==> config.mk <==
export PLATFORM = sky130hd
export DESIGN_NAME = start_fifo_srl_ctrl
export DESIGN_NICKNAME = d
export VERILOG_FILES = /design/src/rtl/start_fifo_pkg.sv /design/src/rtl/start_fifo_shiftreg.sv /design/src/rtl/start_fifo_srl_ctrl.sv
export SDC_FILE = /design/constraint.sdc
export NUM_CORES = 1
export LEC_CHECK = 0
export ABC_AREA = 1
export BUFFER_PORTS_ARGS = -buffer_cell sky130_fd_sc_hd__buf_2
export CORE_AREA = 2 2 39 41
export DETAILED_ROUTE_END_ITERATION = 6
export DIE_AREA = 0 0 41 43
export PLACE_DENSITY = 0.52
export SLEW_MARGIN = 10
export SYNTH_ARGS = -nofsm -noshare
export SYNTH_HDL_FRONTEND = slang
export SYNTH_HIERARCHICAL = 1
export SYNTH_SLANG_ARGS = --single-unit
==> constraint.sdc <==
create_clock -name clk -period 1 [get_ports clk]
set_input_delay 0.1 -clock clk [delete_from_list [all_inputs] [get_ports clk]]
set_output_delay 0.1 -clock clk [all_outputs]
set_load 0.03 [all_outputs]
==> src/rtl/start_fifo_pkg.sv <==
// rtl/start_fifo_pkg.sv - shared constants and helpers for the start-token SRL FIFO
package start_fifo_pkg;

  localparam int START_FIFO_DATA_WIDTH = 1;
  localparam int START_FIFO_ADDR_WIDTH = 1;
  localparam int START_FIFO_DEPTH      = 2;

  // Occupancy runs 0..DEPTH inclusive, hence DEPTH+1 states.
  function automatic int count_width(input int depth);
    return $clog2(depth + 1);
  endfunction

  function automatic bit depth_legal(input int depth, input int addr_width);
    return (depth >= 2) && (depth <= (1 << addr_width));
  endfunction

endpackage

==> src/rtl/start_fifo_shiftreg.sv <==
// rtl/start_fifo_shiftreg.sv - SRL storage: shift in at index 0, random-access read
module start_fifo_shiftreg
  import start_fifo_pkg::*;
#(
  parameter int DATA_WIDTH = START_FIFO_DATA_WIDTH,
  parameter int ADDR_WIDTH = START_FIFO_ADDR_WIDTH,
  parameter int DEPTH      = START_FIFO_DEPTH
) (
  input  logic                  clk,
  input  logic                  we,
  input  logic [ADDR_WIDTH-1:0] addr,
  input  logic [DATA_WIDTH-1:0] din,
  output logic [DATA_WIDTH-1:0] dout
);

  logic [DATA_WIDTH-1:0] sr_q [DEPTH];

  always_ff @(posedge clk) begin
    if (we) begin
      sr_q[0] <= din;
      for (int i = 1; i < DEPTH; i++) begin
        sr_q[i] <= sr_q[i-1];
      end
    end
  end

  assign dout = sr_q[addr];

endmodule

==> src/rtl/start_fifo_srl_ctrl.sv <==
// rtl/start_fifo_srl_ctrl.sv - occupancy/handshake wrapper turning the SRL into a FWFT FIFO
// Define START_FIFO_OREG_EN to add a registered output stage (capacity DEPTH+1).
module start_fifo_srl_ctrl
  import start_fifo_pkg::*;
#(
  parameter int DATA_WIDTH = START_FIFO_DATA_WIDTH,
  parameter int ADDR_WIDTH = START_FIFO_ADDR_WIDTH,
  parameter int DEPTH      = START_FIFO_DEPTH
) (
  input  logic                  clk,
  input  logic                  reset,
  input  logic                  if_write_ce,
  input  logic                  if_write,
  input  logic [DATA_WIDTH-1:0] if_din,
  output logic                  if_full_n,
  input  logic                  if_read_ce,
  input  logic                  if_read,
  output logic [DATA_WIDTH-1:0] if_dout,
  output logic                  if_empty_n
);

  localparam int            CW       = count_width(DEPTH);
  localparam logic [CW-1:0] CNT_FULL = CW'(DEPTH);

  if (!depth_legal(DEPTH, ADDR_WIDTH)) begin : g_bad_cfg
    $error("start_fifo_srl_ctrl: DEPTH must lie in 2..2**ADDR_WIDTH");
  end

  logic [CW-1:0]         count_q, count_d;
  logic                  srl_empty_n_q, srl_empty_n_d;
  logic                  full_n_q, full_n_d;
  logic                  wr_acc;
  logic                  pop;
  logic [ADDR_WIDTH-1:0] sr_addr;
  logic [DATA_WIDTH-1:0] sr_dout;

  assign wr_acc  = if_write & if_write_ce & full_n_q;
  // Oldest entry sits at index count-1; a shift plus pop leaves the next-oldest there.
  assign sr_addr = (count_q == '0) ? '0 : ADDR_WIDTH'(count_q - CW'(1));

  start_fifo_shiftreg #(
    .DATA_WIDTH (DATA_WIDTH),
    .ADDR_WIDTH (ADDR_WIDTH),
    .DEPTH      (DEPTH)
  ) u_srl (
    .clk  (clk),
    .we   (wr_acc),
    .addr (sr_addr),
    .din  (if_din),
    .dout (sr_dout)
  );

`ifdef START_FIFO_OREG_EN
  logic [DATA_WIDTH-1:0] dout_q, dout_d;
  logic                  valid_q, valid_d;
  logic                  rd_acc;

  assign rd_acc = if_read & if_read_ce & valid_q;
  // Refill the output stage whenever it is empty or being drained this cycle.
  assign pop    = srl_empty_n_q & (~valid_q | rd_acc);

  always_comb begin
    valid_d = valid_q;
    dout_d  = dout_q;
    if (pop) begin
      valid_d = 1'b1;
      dout_d  = sr_dout;
    end else if (rd_acc) begin
      valid_d = 1'b0;
    end
  end

  always_ff @(posedge clk) begin
    if (reset) begin
      valid_q <= 1'b0;
      dout_q  <= '0;
    end else begin
      valid_q <= valid_d;
      dout_q  <= dout_d;
    end
  end

  assign if_dout    = dout_q;
  assign if_empty_n = valid_q;
`else
  assign pop        = if_read & if_read_ce & srl_empty_n_q;
  assign if_dout    = sr_dout;
  assign if_empty_n = srl_empty_n_q;
`endif

  always_comb begin
    count_d = count_q;
    if (wr_acc && !pop) begin
      count_d = count_q + CW'(1);
    end else if (!wr_acc && pop) begin
      count_d = count_q - CW'(1);
    end
    srl_empty_n_d = (count_d != '0);
    full_n_d      = (count_d != CNT_FULL);
  end

  always_ff @(posedge clk) begin
    if (reset) begin
      count_q       <= '0;
      srl_empty_n_q <= 1'b0;
      full_n_q      <= 1'b1;
    end else begin
      count_q       <= count_d;
      srl_empty_n_q <= srl_empty_n_d;
      full_n_q      <= full_n_d;
    end
  end

  assign if_full_n = full_n_q;

endmodule

# Word-level counts from Yosys, hierarchy flattened

Memory sizes are Yosys's and may differ from the RTL's.
Cells that the tools add are included.

Register bits: 4
RAM bits: 2
Bits of input ports: 7
Output and inout bits: 3
Logic and storage cells: 22
Memories: 1

Add/sub/neg operators: 2
Equal/unequal tests: 1
Muxes and demuxes: 5
Bitwise gates (word level): 4
Reductions and logical operators: 6

Memory list:

| memory     | depth | bits a word | read ports | clocked after Yosys merged registers in | wr ports | RTL line                  | source |
|---|---|---|---|---|---|---|---|
| u_srl.sr_q | 2     | 1           | 2          | 0                                       | 2        | start_fifo_shiftreg.sv:16 | `logic [DATA_WIDTH-1:0] sr_q [DEPTH];` |

Operators by type and width:

| kind                  | number |
|---|---|
| $and A1 B1 Y1         | 4 |
| $mux W2               | 2 |
| $mux W1               | 3 |
| $add A2 B1 Y2 const B | 1 |
| $logic_and A1 B1 Y1   | 2 |
| $logic_not A1 Y1      | 2 |
| $logic_not A2 Y1      | 1 |
| $ne A2 B2 Y1 const B  | 1 |
| $reduce_bool A2 Y1    | 1 |
| $sub A2 B1 Y2 const B | 1 |

# Longest topological paths before layout

Depth in word-level cells: 7
Depth in mapped cells: 8
Mapped depth without buffers: 8

# Cells and area by module

Netlist, hierarchy kept.

By module, submodules not included:

| module              | instances | cells an instance | area each (sq um) | sequential area each (sq um) |
|---|---|---|---|---|
| start_fifo_srl_ctrl | 1         | 33                | 217.7             | 80.1 |
| start_fifo_shiftreg | 1         | 6                 | 75.1              | 60.1 |

# Least setup slack after synthesis

OpenSTA, ideal clock, no wires.

Kind: flip-flop to flip-flop
Start point: reg full_n_q, in the netlist if_full_n
End point: reg srl_empty_n_q, in the netlist if_empty_n
Library setup time: 0.114 ns
Arrival time: 1.062 ns
Data required time: 0.886 ns
Setup slack: -0.175 ns
Stages on the path, launching flop included: 8
Buffers on the path: 0
Period minus slack after synthesis: 1.175 ns
Cells stage by stage: dfxtp_1 -> inv_1 -> nor2_4 -> nand2_2 -> nand2_1 -> nand2_1 -> nand3_1 -> nand2_1

Longest elaborated chain between the ends: 6
Elaborated cells on any way between the ends: 7
Those cells by class: mux: 2; bitwise: 1; reduce/logical: 4

RTL lines:

| item                   | RTL line                   | source |
|---|---|---|
| from (decl)            | start_fifo_srl_ctrl.sv:31  | `logic full_n_q, full_n_d;` |
| from (signal assigned) | start_fifo_srl_ctrl.sv:110 | `full_n_q <= full_n_d;` |
| $and A1 B1 Y1 *        | start_fifo_srl_ctrl.sv:37  | `assign wr_acc = if_write & if_write_ce & full_n_q;` |
| via wr_acc             | start_fifo_srl_ctrl.sv:32  | `logic wr_acc;` |
| $logic_not A1 Y1       | start_fifo_srl_ctrl.sv:95  | `end else if (!wr_acc && pop) begin` |
| $logic_and A1 B1 Y1    | start_fifo_srl_ctrl.sv:95  |  |
| $mux W2                | start_fifo_srl_ctrl.sv:95  |  |
| $mux W2 *              | start_fifo_srl_ctrl.sv:93  | `if (wr_acc && !pop) begin` |
| $reduce_bool A2 Y1 *   | start_fifo_srl_ctrl.sv:98  | `srl_empty_n_d = (count_d != '0);` |
| to (signal assigned)   | start_fifo_srl_ctrl.sv:109 | `srl_empty_n_q <= srl_empty_n_d;` |
| to (decl)              | start_fifo_srl_ctrl.sv:30  | `logic srl_empty_n_q, srl_empty_n_d;` |

Mark *: on every way through the listed nets, which the timed path passes. The rest lies on a longest branch.
A chain may end at the register's enable or synchronous reset.

# Worst setup path after layout

Start point: reg count_q[0]
End point: out if_dout

Longest elaborated chain between the ends: 3
Elaborated cells on any way between the ends: 4
Those cells by class: add/sub: 1; mux: 1; reduce/logical: 1; memory: 1

RTL lines:

| item                                              | RTL line                   | source |
|---|---|---|
| from (decl)                                       | start_fifo_srl_ctrl.sv:29  | `logic [CW-1:0] count_q, count_d;` |
| from (signal assigned)                            | start_fifo_srl_ctrl.sv:108 | `count_q <= count_d;` |
| $sub A2 B1 Y2 or $logic_not A2 Y1 (tied branches) | -                          |  |
| $mux W1 *                                         | start_fifo_srl_ctrl.sv:39  | `assign sr_addr = (count_q == '0) ? '0 : ADDR_WIDTH'(count_q - CW'(1));` |
| via sr_addr                                       | start_fifo_srl_ctrl.sv:34  | `logic [ADDR_WIDTH-1:0] sr_addr;` |
| $mem_v2 Z2 W1 *                                   | -                          |  |
| to (decl)                                         | start_fifo_srl_ctrl.sv:18  | `output logic [DATA_WIDTH-1:0] if_dout,` |

Marks and branches as above.

==> out/qor.log <==
qor: pwr.power.switching_fraction 0.406
qor: setup_path.critPathLaunchType flip-flop
qor: setup_path.crit_end if_dout
qor: logic_synthesis.synth_top_area_share 0.274
qor: worst_hold_path.min-delay-path-class input port to flip-flop
qor: setup_path.r2r.worst_path.cells 7
qor: route.ant_nets 0
qor: logic_synthesis.post_synth_main_area_contributors sky130_fd_sc_hd__dfxtp_1, sky130_fd_sc_hd__edfxtp_1, sky130_fd_sc_hd__nand2_1, sky130_fd_sc_hd__nand3_1, sky130_fd_sc_hd__inv_1
qor: timing.final.period_utilization 1.11
qor: pwr.power_report.internal_total 0.000756 W
qor: floorplan.initial_core_util 0.212
qor: clocking.postCtsSetupRepairBufs 0
qor: floorplan.core_area 1380 um2
qor: route.first_iter_violations 2
qor: route.drt-vias-per-instance 4.03
qor: worst_hold_path.timing.hold.worst.start if_din
qor: floorplan.pin_count 10
qor: setup_path.worstPathCellList inv_2 > ha_4 > inv_2 > nand2_2 > nand2_2 > buf_6
qor: setup_path.worstPathMaxFanout 2
qor: timing.accumulated_negative_setup_slack -0.172 ns
qor: timing.setup_ws -0.112 ns
qor: route.number_of_detailed_route_iterations_in_the_first_pass 2
qor: timing.fin_crit 1.11 ns
qor: timing.maxSlewViolCount 0
qor: job.timing.max_cap.violations 0
qor: route.vias 278
qor: route.post_drt_wl_per_cell 8.16 um
qor: place.port_buffers 9
qor: logic_synthesis.synth-warning-count 6
qor: setup_path.required 0.90 ns
qor: setup_path.cpMaxStageDelayCell sky130_fd_sc_hd__dfxtp_2
qor: setup_path.cpPeakStageDelay 0.32 ns
qor: setup_path.cp_num_cells 6
qor: pwr.pwr_density_cell 2810 nW/um2
qor: timing.unrepaired_setup_endpoints_after_global_routing yes
qor: floorplan.floorplan.die.width 41 um
qor: clocking.clock_path_buffers 2
qor: timing.max_freq 899 MHz
qor: global_routing.first_pass_grt_wire_length 959 um
qor: clocking.cts.htree.levels 1
qor: logic_synthesis.mappedNetlistArea 293 um2
qor: logic_synthesis.synth.ff_latch_count 6
qor: global_routing.grt_usage 0.0915
qor: setup_path.crit-reg2reg-capture if_empty_n
qor: pwr.ir_worst_vdd 1.05 mV
qor: clocking.cts_tree yes
qor: global_routing.grt_max_degree 5
qor: global_routing.grt_pass1_vias 257
qor: place.gp_congestion 0.651
qor: layout.post-route-util 0.327
qor: clocking.cts_sinks 6
qor: route.drt_wl_total 563 um
qor: outcome.violations_in_the_final_reports setup timing
qor: setup_path.cp-end-kind output port
qor: logic_synthesis.postSynthNetCount 47
qor: floorplan.die-height 43 um
qor: timing.fin_skew 0.0102 ns
qor: layout.nNetsFinal 62
qor: layout.layout-drive-gt1-share 0.679
qor: logic_synthesis.seq_area_frac_synth 0.479
qor: timing.setup_viol_count_final 4
qor: logic_synthesis.synth_cells 39
qor: setup_path.rrSetupSlack -0.04 ns
qor: timing.timing_worst_slew_pin_value 0.155 ns
qor: global_routing.grt_antenna_before_repair 0
qor: clocking.cts_buffers 3
qor: clocking.hold_buffers 0
qor: pwr.finalPower 0.00127 W
qor: floorplan.fp.dieArea 1760 um2
qor: pwr.p_sw 0.000517 W
qor: clocking.clock_insertion_delay_worst_skew 0.25 ns
qor: pwr.power.static_leakage 0.226 nW
qor: pwr.combinational_power_share 0.491
qor: setup_path.worst-path-buf-inv 3
qor: route.route.detailed.drc 0
qor: setup_path.critical_path.startpoint count_q[0]
qor: layout.antenna-diode-count 0
qor: outcome.status complete, but fails checks
qor: logic_synthesis.yosysUniqueCellTypes 9
qor: global_routing.grt-ovfl-total 0
qor: logic_synthesis.synth_top_cell_by_area sky130_fd_sc_hd__dfxtp_1
qor: clocking.clkSlewWorstSetupHoldPaths 0.05 ns
qor: setup_path.wp_data_arrival 1.01 ns
qor: setup_path.timing.critical_path.max_delay_family flip-flops
qor: pwr.clock_power_share 0.188
qor: logic_synthesis.synth_area_per_cell 7.51 um2
qor: clocking.cts.root.buffer_cell sky130_fd_sc_hd__clkbuf_4
qor: timing.slew_headroom 0.897
qor: timing.report.final.hold_viol_count 0
qor: layout.syn_to_final_growth 54.7%
qor: setup_path.path_class flip-flop to output port
qor: floorplan.rows 14
qor: pwr.power.sequential.fraction 0.321
qor: setup_path.regToRegStartpoint count_q[0]
[area by class of cell]
class	count	area (um2)
Clock buffer	4	26.3
Inverter	8	30.0
Timing Repair Buffer	10	58.8
Sequential cell	6	150
Fill cell	168	931
Tap cell	16	20.0
Multi-Input combinational cell	25	168
[timing repair]
action                     CTS  global route
pin swaps                    2             4
setup endpoints to repair    4             5
resized for setup            6            11
hold endpoints to repair     0             0
[cells in the mapped netlist (all sizes together)]
library cell  count
ha                1
nand3             6
nand2            16
edfxtp            2
nor2              2
dfxtp             4
inv               8
[power groups by stage]
stage               combinational, W  sequential (W)  clock (W)
floorplan                   0.000295        0.000472          0
global placement            0.000470        0.000408          0
detailed placement          0.000477        0.000408          0
CTS                         0.000538        0.000409   0.000258
global route                0.000701        0.000422   0.000279
finish                      0.000625        0.000408   0.000240
[logic make-up after synthesis]
logic type	share of synthesized area
fa+ha+maj	0.0427
simple gates	0.376
buf+inv	0.103
flops	0.479
[state kept, by name (all words and copies together) (netlist names)]
signal,count
count_q,2
if_empty_n,1
if_full_n,1
u_srl/sr_q,2
[routing by layer]
layer | GRT usage | wire [um] | part of all wire | vias up
li1 | - | - | - | 147
met1 | 0.0809 | 227 | 0.40 | 126
met2 | 0.122 | 304 | 0.54 | 5
met3 | 0.0785 | 31 | 0.055 | 0
met4 | 0.0800 | 0 | 0 | 0
met5 | 0 | 0 | 0 | -
[how the worst min path moves through the flow]
stage	cells after the start	to	slack (ns)
6_report	1	u_srl/sr_q[0]	0.03
3_5_place_dp	1	u_srl/sr_q[0]	0.29
5_1_grt	1	u_srl/sr_q[0]	0.01
2_1_floorplan	0	u_srl/sr_q[0]	0.20
4_1_cts	1	u_srl/sr_q[0]	0.02
3_3_place_gp	1	u_srl/sr_q[0]	0.28
[worst reg2reg max path, delay by kind of cell, from the launching register on]
family	cells	cell delay, ns
AND/OR/NAND/NOR	5	0.30
flip-flops	1	0.32
adder cells (fa/ha/maj)	1	0.26
buffers and inverters	1	0.05
[cells in the final DEF (no fill, tap or decap), types with 2 or more instances in the layout]
cell type	n
sky130_fd_sc_hd__clkbuf_4	3
sky130_fd_sc_hd__nand3_1	4
sky130_fd_sc_hd__nand2_2	10
sky130_fd_sc_hd__inv_1	4
sky130_fd_sc_hd__nand2_1	6
sky130_fd_sc_hd__buf_2	8
sky130_fd_sc_hd__dfxtp_2	2
sky130_fd_sc_hd__nand3_2	2
sky130_fd_sc_hd__edfxtp_1	2
sky130_fd_sc_hd__inv_2	4
sky130_fd_sc_hd__dfxtp_4	2
[through the flow]
stage               hold slack (ns)  setup slack (ns)  cells  area (um2)
detailed placement            0.289           -0.0317     65         387
finish                       0.0298            -0.112     69         453
floorplan                     0.199            0.0236     39         314
CTS                          0.0210            -0.150     69         423
global placement              0.284           -0.0288     65         387
global route                 0.0142            -0.202     69         453
(Power assumes the default switching activity.)
